$ cat src/rtl/hdmi_link_pkg.sv
//==============================================================================
// Module  : hdmi_link_pkg
// Brief   : Shared types, SCDC constants and helpers for the HDMI link sequencer.
// Revision: 1.0
//==============================================================================
`default_nettype none

package hdmi_link_pkg;

    typedef enum logic [2:0] {
        ST_IDLE      = 3'd0,
        ST_SETTLE    = 3'd1,
        ST_CONFIG    = 3'd2,
        ST_WAIT_DONE = 3'd3,
        ST_BACKOFF   = 3'd4,
        ST_RUN       = 3'd5,
        ST_FAULT     = 3'd6,
        ST_DRAIN     = 3'd7
    } link_state_t;

    localparam logic [6:0] SCDC_DEVICE         = 7'h54;
    localparam logic [7:0] SCDC_SOURCE_VERSION = 8'h02;
    localparam logic [7:0] SCDC_TMDS_CONFIG    = 8'h20;

    // Number of clock cycles in amount/per_second seconds, never below one.
    function automatic int cycles_of(input longint freq, input longint amount,
                                     input longint per_second);
        longint c;
        c = (freq * amount) / per_second;
        return (c < 1) ? 1 : int'(c);
    endfunction

    // {register, data} of SCDC write number idx.
    function automatic logic [15:0] scdc_write(input logic idx, input logic high_ratio);
        return idx ? {SCDC_TMDS_CONFIG, 6'b0, high_ratio, 1'b1}
                   : {SCDC_SOURCE_VERSION, 8'h01};
    endfunction

endpackage

`default_nettype wire

$ cat src/rtl/hdmi_link_sequencer_hpd_debouncer.sv
//==============================================================================
// Module  : hpd_debouncer
// Brief   : Two-flop synchroniser followed by a stability counter on hot-plug.
// Revision: 1.0
//==============================================================================
`default_nettype none

module hpd_debouncer #(
    parameter int CYCLES = 10
) (
    input  logic system_clock,
    input  logic system_reset,
    input  logic hpd_raw,
    output logic hpd_level
);

    localparam int c_count_w = (CYCLES > 1) ? $clog2(CYCLES + 1) : 1;
    localparam logic [c_count_w-1:0] c_count_last = c_count_w'(CYCLES - 1);

    logic                 r_meta;
    logic                 r_sync;
    logic                 r_level;
    logic [c_count_w-1:0] r_count;

    // The level flips only after CYCLES consecutive disagreeing samples.
    always_ff @(posedge system_clock or posedge system_reset) begin
        if (system_reset) begin
            r_meta  <= 1'b0;
            r_sync  <= 1'b0;
            r_level <= 1'b0;
            r_count <= '0;
        end else begin
            r_meta <= hpd_raw;
            r_sync <= r_meta;
            if (r_sync == r_level) begin
                r_count <= '0;
            end else if (r_count == c_count_last) begin
                r_level <= r_sync;
                r_count <= '0;
            end else begin
                r_count <= r_count + 1'b1;
            end
        end
    end

    assign hpd_level = r_level;

endmodule

`default_nettype wire

$ cat src/rtl/hdmi_link_sequencer.sv
//==============================================================================
// Module  : hdmi_link_sequencer
// Brief   : Hot-plug debounce, SCDC configuration over I2C and TMDS enable.
// Revision: 1.0
//==============================================================================
`default_nettype none

module hdmi_link_sequencer
    import hdmi_link_pkg::*;
#(
    parameter int CLOCK_FREQUENCY = 200_000_000,
    parameter int DEBOUNCE_US     = 10_000,
    parameter int SETTLE_MS       = 100,
    parameter int RETRY_MS        = 50,
    parameter int MAX_RETRIES     = 3,
    parameter int SCRAMBLE        = 1,
    parameter int HIGH_TMDS_RATIO = 1
) (
    input  logic       system_clock,
    input  logic       system_reset,
    input  logic       hpd,
    output logic       i2c_req_valid,
    input  logic       i2c_req_ready,
    output logic [6:0] i2c_req_device,
    output logic [7:0] i2c_req_register,
    output logic [7:0] i2c_req_data,
    input  logic       i2c_done,
    input  logic       i2c_nack,
    output logic       tx_enable,
    output logic       scrambler_enable,
    output logic       run,
    output logic       link_error
);

    localparam int c_debounce_cycles =
        cycles_of(longint'(CLOCK_FREQUENCY), longint'(DEBOUNCE_US), 64'd1_000_000);
    localparam int c_settle_cycles =
        cycles_of(longint'(CLOCK_FREQUENCY), longint'(SETTLE_MS), 64'd1_000);
    localparam int c_retry_cycles =
        cycles_of(longint'(CLOCK_FREQUENCY), longint'(RETRY_MS), 64'd1_000);
    localparam int c_timer_max =
        (c_settle_cycles > c_retry_cycles) ? c_settle_cycles : c_retry_cycles;
    localparam int c_timer_w = (c_timer_max > 1) ? $clog2(c_timer_max) : 1;
    localparam logic [c_timer_w-1:0] c_settle_load = c_timer_w'(c_settle_cycles - 1);
    localparam logic [c_timer_w-1:0] c_retry_load  = c_timer_w'(c_retry_cycles - 1);
    localparam int c_retry_w = (MAX_RETRIES > 0) ? $clog2(MAX_RETRIES + 1) : 1;
    localparam logic [c_retry_w-1:0] c_retry_last = c_retry_w'(MAX_RETRIES - 1);
    localparam logic [15:0] c_write0 = scdc_write(1'b0, HIGH_TMDS_RATIO != 0);
    localparam logic [15:0] c_write1 = scdc_write(1'b1, HIGH_TMDS_RATIO != 0);

    logic                 w_hpd_db;
    logic                 w_drop;
    logic                 w_in_flight;
    link_state_t          r_state;
    logic [c_timer_w-1:0] r_timer;
    logic [c_retry_w-1:0] r_retries;
    logic                 r_index;

    hpd_debouncer #(
        .CYCLES (c_debounce_cycles)
    ) u_hpd_debouncer (
        .system_clock (system_clock),
        .system_reset (system_reset),
        .hpd_raw      (hpd),
        .hpd_level    (w_hpd_db)
    );

    assign i2c_req_device = SCDC_DEVICE;

    // A write the master has taken (or is taking this edge) must be drained before IDLE.
    assign w_drop      = !w_hpd_db && (r_state != ST_IDLE) && (r_state != ST_DRAIN);
    assign w_in_flight = ((r_state == ST_WAIT_DONE) && !i2c_done) ||
                         ((r_state == ST_CONFIG) && i2c_req_valid && i2c_req_ready);

    always_ff @(posedge system_clock or posedge system_reset) begin
        if (system_reset) begin
            r_state          <= ST_IDLE;
            r_timer          <= '0;
            r_retries        <= '0;
            r_index          <= 1'b0;
            i2c_req_valid    <= 1'b0;
            i2c_req_register <= 8'h00;
            i2c_req_data     <= 8'h00;
            tx_enable        <= 1'b0;
            scrambler_enable <= 1'b0;
            run              <= 1'b0;
            link_error       <= 1'b0;
        end else if (w_drop) begin
            r_state          <= w_in_flight ? ST_DRAIN : ST_IDLE;
            r_retries        <= '0;
            r_index          <= 1'b0;
            i2c_req_valid    <= 1'b0;
            tx_enable        <= 1'b0;
            scrambler_enable <= 1'b0;
            run              <= 1'b0;
            link_error       <= 1'b0;
        end else begin
            case (r_state)
                ST_IDLE: begin
                    if (w_hpd_db) begin
                        r_state   <= ST_SETTLE;
                        r_timer   <= c_settle_load;
                        r_retries <= '0;
                        r_index   <= 1'b0;
                    end
                end
                ST_SETTLE: begin
                    if (r_timer != '0) begin
                        r_timer <= r_timer - 1'b1;
                    end else if (SCRAMBLE != 0) begin
                        r_state                         <= ST_CONFIG;
                        i2c_req_valid                   <= 1'b1;
                        {i2c_req_register, i2c_req_data} <= c_write0;
                    end else begin
                        r_state   <= ST_RUN;
                        tx_enable <= 1'b1;
                        run       <= 1'b1;
                    end
                end
                ST_CONFIG: begin
                    if (i2c_req_valid && i2c_req_ready) begin
                        r_state       <= ST_WAIT_DONE;
                        i2c_req_valid <= 1'b0;
                    end
                end
                ST_WAIT_DONE: begin
                    if (i2c_done && !i2c_nack) begin
                        r_retries <= '0;
                        if (r_index) begin
                            r_state          <= ST_RUN;
                            tx_enable        <= 1'b1;
                            scrambler_enable <= (SCRAMBLE != 0);
                            run              <= 1'b1;
                        end else begin
                            r_state                         <= ST_CONFIG;
                            r_index                         <= 1'b1;
                            i2c_req_valid                   <= 1'b1;
                            {i2c_req_register, i2c_req_data} <= c_write1;
                        end
                    end else if (i2c_done) begin
                        r_retries <= r_retries + 1'b1;
                        if (r_retries == c_retry_last) begin
                            r_state    <= ST_FAULT;
                            link_error <= 1'b1;
                        end else begin
                            r_state <= ST_BACKOFF;
                            r_timer <= c_retry_load;
                        end
                    end
                end
                ST_BACKOFF: begin
                    if (r_timer != '0) begin
                        r_timer <= r_timer - 1'b1;
                    end else begin
                        r_state       <= ST_CONFIG;
                        i2c_req_valid <= 1'b1;
                    end
                end
                ST_DRAIN: begin
                    if (i2c_done) begin
                        r_state <= ST_IDLE;
                    end
                end
                default: begin
                    r_state <= r_state;
                end
            endcase
        end
    end

endmodule

`default_nettype wire

$ cat config.mk
export PLATFORM = sky130hd
export DESIGN_NAME = hdmi_link_sequencer
export DESIGN_NICKNAME = d
export VERILOG_FILES = /design/src/rtl/hdmi_link_pkg.sv /design/src/rtl/hdmi_link_sequencer_hpd_debouncer.sv /design/src/rtl/hdmi_link_sequencer.sv
export SDC_FILE = /design/constraint.sdc
export NUM_CORES = 1
export LEC_CHECK = 0
export BUFFER_PORTS_ARGS = -buffer_cell sky130_fd_sc_hd__buf_2
export CORE_MARGIN = 2
export CORE_UTILIZATION = 45
export CTS_CLUSTER_DIAMETER = 40
export DETAILED_ROUTE_END_ITERATION = 8
export GPL_TIMING_DRIVEN = 1
export MAX_ROUTING_LAYER = met4
export PLACE_DENSITY = 0.61
export SYNTH_ARGS = -nofsm -noshare
export SYNTH_HDL_FRONTEND = slang
export SYNTH_SLANG_ARGS = --single-unit
$ cat constraint.sdc
create_clock -name system_clock -period 3.65 [get_ports system_clock]
set_input_delay 0.5475 -clock system_clock [delete_from_list [all_inputs] [get_ports system_clock]]
set_output_delay 0.5475 -clock system_clock [all_outputs]
set_load 0.02 [all_outputs]
==> results.sh, run 1 <==
export IMPL_cts_max_level=3
export IMPL_cpPeakStageDelay_ns=0.58
export IMPL_fin_cells=546
export IMPL_cp_depth=6
export IMPL_critPathCaptureType="flop"
export IMPL_fp_dieH_um=95.55
export IMPL_reg2regPathDepth=6
export IMPL_setup_tns_ns=0
export IMPL_p_leak_nw=1.649
export IMPL_hold_end="u_hpd_debouncer.r_meta"
export IMPL_grt_max_degree=48
export IMPL_cts_made_buffers=9
export IMPL_worst_path_most_repeated_cell="or4_4"
export IMPL_outcome="completed"
export IMPL_mostFrequentLayoutCells="dfrtp_1 (61), nor2_1 (51), nand2_1 (29)"
export IMPL_vias=3165
export IMPL_min_period_ns=2.748
export IMPL_crit_slowest_cell="or4_4"
export IMPL_critical_path_class="flop to flop"
export IMPL_rows=33
export IMPL_syn_area_mm2=0.003771
export IMPL_drive_above_1_share=0.1270
export IMPL_hold_path_class="primary input to flop"
export IMPL_wl_per_cell_um=15.50
export IMPL_grt_pass1_vias=2834
export IMPL_rr_endpoint="r_timer[12]"
export IMPL_r2r_slack_ns=0.90
export IMPL_drcViolationCount=0
export IMPL_yosysUniqueCellTypes=61
export IMPL_track_usage=0.2000
export IMPL_area_growth_pct=7.465
export IMPL_cp_cell_sequence="or4_4 -> or4_4 -> o21a_1 -> o21ai_2 -> buf_4 -> o22ai_1"
export IMPL_tritoncts="done"
export IMPL_yosysSeqAreaShare=0.4048
export IMPL_pin_count=34
export IMPL_viasPerCell=5.797
export IMPL_cts_hold_fix_buffers=0
export IMPL_cts_resized=0
export IMPL_dieArea_mm2=0.009129
export IMPL_grt_setup_unrepaired="no"
export IMPL_maxSlewHeadroom=0.3474
export IMPL_nFillCells=775
export IMPL_wl_um=8465
export IMPL_final_period_utilization=0.7530
export IMPL_startpoint="r_timer[11]"
export IMPL_worstMarginPinSlew_ns=0.9775
export IMPL_synth_edf_count=0
export IMPL_grt_pass1_wl_um=13790
export IMPL_fmax_mhz=363.9
export IMPL_async_reset_ff_frac=1.000
export IMPL_cp_buffers_inverters=1
export IMPL_synth_largest_area_cell="dfrtp_1"
export IMPL_cts_root_buf="clkbuf_8"
export IMPL_first_pass_iters=6
export IMPL_start_kind="flop"
export IMPL_mostFrequentLayoutCell="dfrtp_1"
export IMPL_dp_hpwl_um=5802
export IMPL_ant_nets=0
export IMPL_setup_violations=0
export IMPL_drt_iter0_drc=212
export IMPL_rr_startpoint="r_timer[11]"
export IMPL_synthFlopType="dfrtp_1"
export IMPL_initial_core_util=0.4613
export IMPL_finalPower_mw=1.415
export IMPL_final_hold_viol_count=0
export IMPL_coreArea_mm2=0.008175
export IMPL_synthTopCellsByArea="dfrtp_1 (40%), nor2_1 (5.1%), buf_4 (4.6%), o21ai_0 (3.1%), nand2_1 (2.9%)"
export IMPL_syn_inst=431
export IMPL_max_vdd_ir_drop_mv=0.1753
export IMPL_post_cts_buffers=0
export IMPL_port_buffers=14
export IMPL_cp_required_ns=3.85
export IMPL_synth_top_area_frac=0.4048
export IMPL_finalMaxSlewViolations=0
export IMPL_gp_congestion=0.8426
export IMPL_fin_area_mm2=0.004053
export IMPL_syn_area_per_cell_um2=8.750
export IMPL_fin_skew_ns=0.01159
export IMPL_diodes=0
export IMPL_cts_sinks=61
export IMPL_hold_path_cell_count=1
export IMPL_clkSlewWorstSetupHoldPaths_ns=0.07
export IMPL_ys_seq_elements=61
export IMPL_grt_ovfl_total=0
export IMPL_hp_start="hpd"
export IMPL_yosysWarnings=0
export IMPL_die_w_um=95.55
export IMPL_maxCapViolations=0
export IMPL_worstPathMaxFanout=12
export IMPL_nNetsFinal=446
export IMPL_power_density_mw_per_mm2=349.1
export IMPL_cp_arrival_ns=2.95
export IMPL_crit_family="simple AND/OR/NAND/NOR gates"
export IMPL_post_dp_cell_area_mm2=0.003831
export IMPL_post_place_cells=530
export IMPL_clock_latency_ns=0.34
export IMPL_cts_buffer_depth=2
export IMPL_antenna_found_initial=0
-- power breakdown --
group	total, mW	switching, mW	internal [mW]
registers	0.683	0.00341	0.679
clock network	0.684	0.296	0.388
logic	0.0483	0.0407	0.00767
total	1.41	0.340	1.07
-- stage by stage --
stage,utilization,hold slack [ns],worst slack (ns)
finish,0.4957,0.3176,0.9017
global route,0.4957,0.3063,0.7710
CTS,0.4957,0.3079,0.9104
detailed placement,0.4686,0.3749,0.9123
global placement,0.4686,0.3530,0.9621
floorplan,-,0.3312,0.9914
-- cell usage after synthesis (3+ instances only) --
library cell / n
o221ai_1: 4
o41ai_1: 4
a21o_1: 8
nand4_1: 7
o21ai_0: 23
a41oi_1: 4
and3_1: 5
a21oi_1: 17
nor2_1: 51
a31oi_1: 3
nor4_1: 11
nand2b_1: 4
xnor2_1: 10
o31ai_1: 11
o22a_1: 4
clkbuf_1: 18
inv_1: 12
buf_4: 23
xor2_1: 12
dfrtp_1: 61
nand3_1: 15
mux2_2: 4
or2_2: 5
or4_4: 3
nor4b_1: 3
nand2_1: 29
o22ai_1: 4
ha_1: 4
nor3_1: 17
a32o_1: 6
nor2b_1: 6
or3_1: 5
-- sequential cells by signal (all words and copies together) (netlist names) --
name	flops
r_index	1
r_retries	2
r_timer	25
u_hpd_debouncer.r_sync	1
u_hpd_debouncer.r_meta	1
i2c_req_data	2
link_error	1
i2c_req_valid	1
run	1
i2c_req_register	1
u_hpd_debouncer.hpd_level	1
r_state	3
u_hpd_debouncer.r_count	21
-- per-layer routing --
layer,vias to the layer above,track usage,share of wire
met3,14,0.03083,0.042
met5,-,-,0
met1,1535,0.2756,0.48
li1,1542,-,-
met2,74,0.2949,0.46
met4,0,0.08095,0.016
-- how the worst max path moves through the flow --
stage                        to
global route        r_timer[12]
finish              r_timer[12]
floorplan           r_timer[23]
detailed placement  r_timer[12]
CTS                 r_timer[12]
global placement    r_timer[12]
-- final cells by class --
type / count / area (µm²) / area share
Timing Repair Buffer: 22 / 130.1 / 0.03211
Inverter: 13 / 48.80 / 0.01204
Sequential cell: 61 / 1526 / 0.3767
Clock inverter: 7 / 97.59 / 0.02408
Clock buffer: 9 / 123.9 / 0.03057
Multi-Input combinational cell: 329 / 1994 / 0.4921
Tap cell: 105 / 131.4 / 0.03242
-- logic make-up (layout without fill, tap and decap cells) --
logic type,after synthesis,in the layout,share of synthesized area
compound gates,107,107,0.1987
fa+ha+maj,4,4,0.01327
other cells,2,19,0.001991
simple gates,173,173,0.2349
xor+xnor,22,22,0.05109
flops,61,61,0.4048
buf+inv,58,51,0.08327
mux,4,4,0.01194
Note: power is estimated with default switching activity, not from simulation.
==> run 2, diff against run 1 <==
--- a/config.mk
+++ b/config.mk
@@ -12,7 +12,7 @@
 export DETAILED_ROUTE_END_ITERATION = 8
 export GPL_TIMING_DRIVEN = 1
 export MAX_ROUTING_LAYER = met4
-export PLACE_DENSITY = 0.61
+export PLACE_DENSITY = 0.64
 export SYNTH_ARGS = -nofsm -noshare
 export SYNTH_HDL_FRONTEND = slang
 export SYNTH_SLANG_ARGS = --single-unit
==> constraint.sdc (replaced) <==
create_clock -name system_clock -period 2.4 [get_ports system_clock]
set_input_delay 0.36 -clock system_clock [delete_from_list [all_inputs] [get_ports system_clock]]
set_output_delay 0.36 -clock system_clock [all_outputs]
set_load 0.02 [all_outputs]
==> run 2 against run 1 <==
The flow now finishes with violations (setup timing). Cell area grew 10%. Clock-buffer cell count grew 1. Critical path depth shrank 1. Combinational power grew 59%. Die area is the same. Maximum frequency grew 10%. Final cell count grew 7.7%. Via count grew 8.7%. First-iteration DRC count grew 19%. Sequential power grew 52%. Largest power group is now sequential cells.
==> results.sh, run 2 (synthesized netlist as in run 1, its figures left out) <==
export IMPL_p_leak_nw=1.879
export IMPL_grt_ovfl_total=0
export IMPL_cts_hold_fix_buffers=0
export IMPL_finalMaxSlewViolations=0
export IMPL_vias=3441
export IMPL_clkSlewWorstSetupHoldPaths_ns=0.08
export IMPL_max_vdd_ir_drop_mv=0.2806
export IMPL_tritoncts="done"
export IMPL_worst_path_most_repeated_cell="or4_4"
export IMPL_dp_hpwl_um=6399
export IMPL_grt_setup_unrepaired="yes"
export IMPL_ant_nets=0
export IMPL_final_hold_viol_count=0
export IMPL_grt_pass1_wl_um=15450
export IMPL_cts_root_buf="clkbuf_8"
export IMPL_largest_register_ffs=25
export IMPL_cts_sinks=61
export IMPL_cp_cell_sequence="or4_4 -> or4_4 -> or3_4 -> o311a_1 -> a211o_1"
export IMPL_worst_slack_ns=-0.08836
export IMPL_mostFrequentLayoutCell="dfrtp_1"
export IMPL_worstPathMaxFanout=4
export IMPL_crit_slowest_cell="or4_4"
export IMPL_cp_required_ns=2.64
export IMPL_nFillCells=727
export IMPL_drcViolationCount=0
export IMPL_area_growth_pct=18.45
export IMPL_power_density_mw_per_mm2=481.0
export IMPL_fmax_mhz=401.9
export IMPL_antenna_found_initial=0
export IMPL_cp_buffers_inverters=0
export IMPL_viasPerCell=5.852
export IMPL_crit_family="simple AND/OR/NAND/NOR gates"
export IMPL_registers_top_by_ff_count="r_timer"
export IMPL_fin_skew_ns=0.01107
export IMPL_rows=33
export IMPL_multi_input_area_mm2=0.002053
export IMPL_wl_per_cell_um=16.23
export IMPL_top_regs="r_timer (25), u_hpd_debouncer.r_count (21), r_state (3)"
export IMPL_maxCapViolations=0
export IMPL_cpPeakStageDelay_ns=0.54
export IMPL_initial_core_util=0.4613
export IMPL_cts_max_level=3
export IMPL_drive_above_1_share=0.2195
export IMPL_coreArea_mm2=0.008175
export IMPL_pin_count=34
export IMPL_dieArea_mm2=0.009129
export IMPL_port_buffers=14
export IMPL_regArea_mm2=0.001526
export IMPL_start_kind="flop"
export IMPL_setup_violations=22
export IMPL_critPathCaptureType="flop"
export IMPL_cp_arrival_ns=2.73
export IMPL_diodes=0
export IMPL_hold_path_class="primary input to async pin"
export IMPL_fp_dieH_um=95.55
export IMPL_grt_pass1_vias=3157
export IMPL_min_period_ns=2.488
export IMPL_finalPower_mw=2.148
export IMPL_grt_max_degree=26
export IMPL_mostFrequentLayoutCells="dfrtp_1 (61), nor2_1 (51), buf_4 (44)"
export IMPL_final_period_utilization=1.037
export IMPL_cts_made_buffers=9
export IMPL_critical_path_class="flop to flop"
export IMPL_wl_um=9541
export IMPL_drt_iter0_drc=253
export IMPL_pre_cts_ws_ns=-0.08103
export IMPL_cts_buffer_depth=2
export IMPL_violations="setup timing"
export IMPL_worstMarginPinSlew_ns=0.6132
export IMPL_track_usage=0.2260
export IMPL_first_pass_iters=5
export IMPL_nNetsFinal=488
export IMPL_die_w_um=95.55
export IMPL_setup_tns_ns=-0.5532
export IMPL_outcome="complete, but fails checks"
export IMPL_clock_latency_ns=0.35
export IMPL_gp_congestion=0.8884
export IMPL_maxSlewHeadroom=0.5912
run 2: what timing repair did:
item	in CTS	in global routing
endpoints found under the setup margin	28	28
cloned	1	0
gates resized for setup	9	5
pin swaps	2	6
buffers inserted	5	5
run 2: metal layers:
metal / GRT usage / routed length [µm]
met5: - / 0
met4: 0.09167 / 174
met3: 0.03874 / 487
met2: 0.3392 / 4537
met1: 0.3041 / 4341
run 2: final timing paths:
path | start | endpoint | slack (ns) | cells after the start
max reg2reg | r_timer[10] | r_timer[21] | -0.09 | 5
min in group system_clock | hpd | u_hpd_debouncer.r_meta | 0.13 | 1
max | r_timer[10] | r_timer[21] | -0.09 | 5
min | system_reset | r_state[2] | 0.02 | 2
min reg2reg | u_hpd_debouncer.r_meta | u_hpd_debouncer.r_sync | 0.34 | 0
max in group asynchronous | system_reset | u_hpd_debouncer.r_count[8] | 1.71 | 3
run 2: power by group:
group	switching [mW]	total (mW)	internal, mW	leakage (nW)
Clock	0.449	1.03	0.585	0.107
Sequential	0.00489	1.04	1.03	0.783
Combinational	0.0639	0.0767	0.0128	0.990
Total	0.518	2.15	1.63	1.88
run 2: through the flow:
| stage | hold WS (ns) | instances | area (µm²) | utilization |
|---|---|---|---|---|
| floorplan | 0.3312 | 448 | 3860 | - |
| global placement | 0.3357 | 561 | 4089 | 0.5002 |
| detailed placement | 0.3358 | 561 | 4089 | 0.5002 |
| CTS | 0.02090 | 583 | 4420 | 0.5407 |
| global route | 0.05209 | 588 | 4467 | 0.5464 |
| finish | 0.01792 | 588 | 4467 | 0.5464 |
run 2: worst reg2reg max path, cell delays in order, from the launching register on:
cell and delay (ns):
dfrtp_1 0.38, or4_4 0.54, or4_4 0.53, or3_4 0.36, o311a_1 0.30, a211o_1 0.27
run 2: area by class of cell:
| cell class | instances | area share |
|---|---|---|
| well taps | 105 | 0.02941 |
| flip-flops and latches | 61 | 0.3417 |
| clock inverters | 6 | 0.01933 |
| inverters | 13 | 0.01092 |
| clock buffers | 10 | 0.02857 |
| multi-input cells | 329 | 0.4597 |
| repair buffers | 64 | 0.1104 |
==> run 3, diff against run 2 <==
--- a/config.mk
+++ b/config.mk
@@ -7,12 +7,13 @@
 export LEC_CHECK = 0
 export BUFFER_PORTS_ARGS = -buffer_cell sky130_fd_sc_hd__buf_2
 export CORE_MARGIN = 2
-export CORE_UTILIZATION = 45
-export CTS_CLUSTER_DIAMETER = 40
+export CORE_UTILIZATION = 40
+export CTS_CLUSTER_DIAMETER = 80
 export DETAILED_ROUTE_END_ITERATION = 8
 export GPL_TIMING_DRIVEN = 1
 export MAX_ROUTING_LAYER = met4
-export PLACE_DENSITY = 0.64
+export PLACE_DENSITY = 0.58
 export SYNTH_ARGS = -nofsm -noshare
 export SYNTH_HDL_FRONTEND = slang
 export SYNTH_SLANG_ARGS = --single-unit
+export TNS_END_PERCENT = 5
==> run 3 against run 2 <==
The flow still finishes with violations (setup timing). Maximum frequency is 1.0% lower. Wire length is 5.0% lower. Critical path depth stayed put. Clock-buffer cell count is 1 lower. Clock skew hardly changed. Combinational power is 4.6% lower. Via count is 5.0% lower. Highest routed layer unchanged.
==> results.sh, run 3 (synthesized netlist as in run 1, its figures left out) <==
export IMPL_outcome="complete, but fails checks"
export IMPL_violations="setup timing"
export IMPL_internal_power_mw=1.422
export IMPL_die_w_um=101.1
export IMPL_fin_skew_ns=0.01112
export IMPL_fin_area_mm2=0.004298
export IMPL_cts_sinks=61
export IMPL_antenna_found_initial=0
export IMPL_gp_congestion=0.8878
export IMPL_rr_startpoint="r_timer[11]"
export IMPL_pwr_share_clk=0.428
export IMPL_power_density_mw_per_mm2=452.0
export IMPL_final_period_utilization=1.048
export IMPL_startpoint="r_timer[11]"
export IMPL_final_hold_viol_count=0
export IMPL_reg2regPathDepth=5
export IMPL_nNetsFinal=475
export IMPL_cp_required_ns=2.63
export IMPL_drive_above_1_share=0.1957
export IMPL_grt_max_degree=62
export IMPL_hold_path_class="primary input to flop"
export IMPL_cts_made_buffers=9
export IMPL_vias=3269
export IMPL_area_growth_pct=13.97
export IMPL_dieArea_mm2=0.01022
export IMPL_finalPower_mw=1.943
export IMPL_maxCapViolations=0
export IMPL_cp_cell_sequence="or4_4 -> or4_4 -> or3_4 -> o311a_1 -> a211o_1"
export IMPL_crit_family="simple AND/OR/NAND/NOR gates"
export IMPL_grt_setup_unrepaired="yes"
export IMPL_largest_register_ffs=25
export IMPL_ant_nets=0
export IMPL_post_route_util=0.4673
export IMPL_rr_endpoint="r_timer[23]"
export IMPL_dp_hpwl_um=6257
export IMPL_first_pass_iters=4
export IMPL_maxSlewHeadroom=0.4807
export IMPL_track_usage=0.1995
export IMPL_power_frac_seq=0.534
export IMPL_switching_power_uw=521.2
export IMPL_setup_violations=12
export IMPL_diodes=0
export IMPL_clkSlewWorstSetupHoldPaths_ns=0.08
export IMPL_cp_buffers_inverters=0
export IMPL_top_regs="r_timer (25), u_hpd_debouncer.r_count (21), r_state (3)"
export IMPL_clock_latency_ns=0.34
export IMPL_mostFrequentLayoutCell="dfrtp_1"
export IMPL_grt_pass1_vias=3146
export IMPL_swShare=0.2682
export IMPL_rows=35
export IMPL_cts_buffer_depth=2
export IMPL_initial_core_util=0.4101
export IMPL_max_vdd_ir_drop_mv=0.2171
export IMPL_worstMarginPinSlew_ns=0.7789
export IMPL_worstPathMaxFanout=4
export IMPL_crit_end="r_timer[23]"
export IMPL_r2r_slack_ns=-0.11
export IMPL_post_dp_cell_area_mm2=0.004058
export IMPL_critPathCaptureType="flop"
export IMPL_pwr_share_comb=0.038
export IMPL_nFillCells=894
export IMPL_registers_top_by_ff_count="r_timer"
export IMPL_pin_count=34
export IMPL_cts_max_level=3
export IMPL_cp_arrival_ns=2.74
export IMPL_drcViolationCount=0
export IMPL_wl_per_cell_um=15.60
export IMPL_worst_slack_ns=-0.1145
export IMPL_wl_um=9066
export IMPL_min_period_ns=2.514
export IMPL_p_leak_nw=1.792
export IMPL_port_buffers=14
export IMPL_fp_dieH_um=101.1
export IMPL_coreArea_mm2=0.009196
export IMPL_drt_iter0_drc=205
export IMPL_tritoncts="done"
export IMPL_grt_ovfl_total=0
export IMPL_crit_slowest_cell="or4_4"
export IMPL_start_kind="flop"
export IMPL_worst_path_most_repeated_cell="or4_4"
export IMPL_fmax_mhz=397.7
export IMPL_finalMaxSlewViolations=0
export IMPL_mostFrequentLayoutCells="dfrtp_1 (61), nor2_1 (51), buf_4 (34)"
export IMPL_critical_path_class="flop to flop"
export IMPL_cts_root_buf="clkbuf_8"
export IMPL_cpPeakStageDelay_ns=0.54
export IMPL_cp_depth=5
export IMPL_viasPerCell=5.627
export IMPL_grt_pass1_wl_um=15530
-- run 3: worst min path at each step --
stage,cells past startpoint,to,from,slack (ns)
6_report,1,u_hpd_debouncer.r_meta,hpd,0.12
5_1_grt,1,u_hpd_debouncer.r_meta,hpd,0.1
4_1_cts,1,u_hpd_debouncer.r_meta,hpd,0.1
3_5_place_dp,0,u_hpd_debouncer.r_sync,u_hpd_debouncer.r_meta,0.34
3_3_place_gp,0,u_hpd_debouncer.r_sync,u_hpd_debouncer.r_meta,0.34
2_1_floorplan,0,u_hpd_debouncer.r_sync,u_hpd_debouncer.r_meta,0.33
-- run 3: power groups by stage --
stage	clock, mW	sequential [mW]	combinational [mW]
finish	0.832	1.04	0.0732
global route	0.908	1.04	0.0856
CTS	0.863	1.04	0.0751
detailed placement	0	1.06	0.0751
global placement	0	1.06	0.0746
floorplan	0	1.06	0.0817
-- run 3: area by class of cell --
cell class | count | area (µm²) | area share
Multi-Input combinational cell | 329 | 2032 | 0.4728
Sequential cell | 61 | 1526 | 0.3552
Timing Repair Buffer | 51 | 376.6 | 0.08763
Tap cell | 111 | 138.9 | 0.03231
Clock buffer | 9 | 123.9 | 0.02882
Clock inverter | 7 | 51.30 | 0.01194
Inverter | 13 | 48.80 | 0.01135
-- run 3: per-layer routing --
metal / wire length, µm / GRT usage / up-vias
met3: 359 / 0.04300 / 19
met5: 0 / - / -
met4: 196 / 0.08524 / 0
met1: 4357 / 0.2727 / 1584
li1: - / - / 1602
met2: 4152 / 0.2853 / 64
-- run 3: metrics by stage --
stage	worst slack [ns]	instances	TNS (ns)	hold slack [ns]
after floorplan	-0.1390	448	-1.685	0.3312
after global routing	-0.1449	581	-1.841	0.09943
after CTS	-0.09562	580	-0.2669	0.09782
after detailed placement	-0.1031	563	-0.3013	0.3397
final	-0.1145	581	-0.2946	0.1208
after global placement	-0.05322	563	-0.1080	0.3372
-- run 3: timing repair --
action	in CTS	in global routing
gates resized for setup	1	8
pin swaps	2	5
buffers inserted	1	1
hold buffers	0	0
setup endpoints to repair	9	28
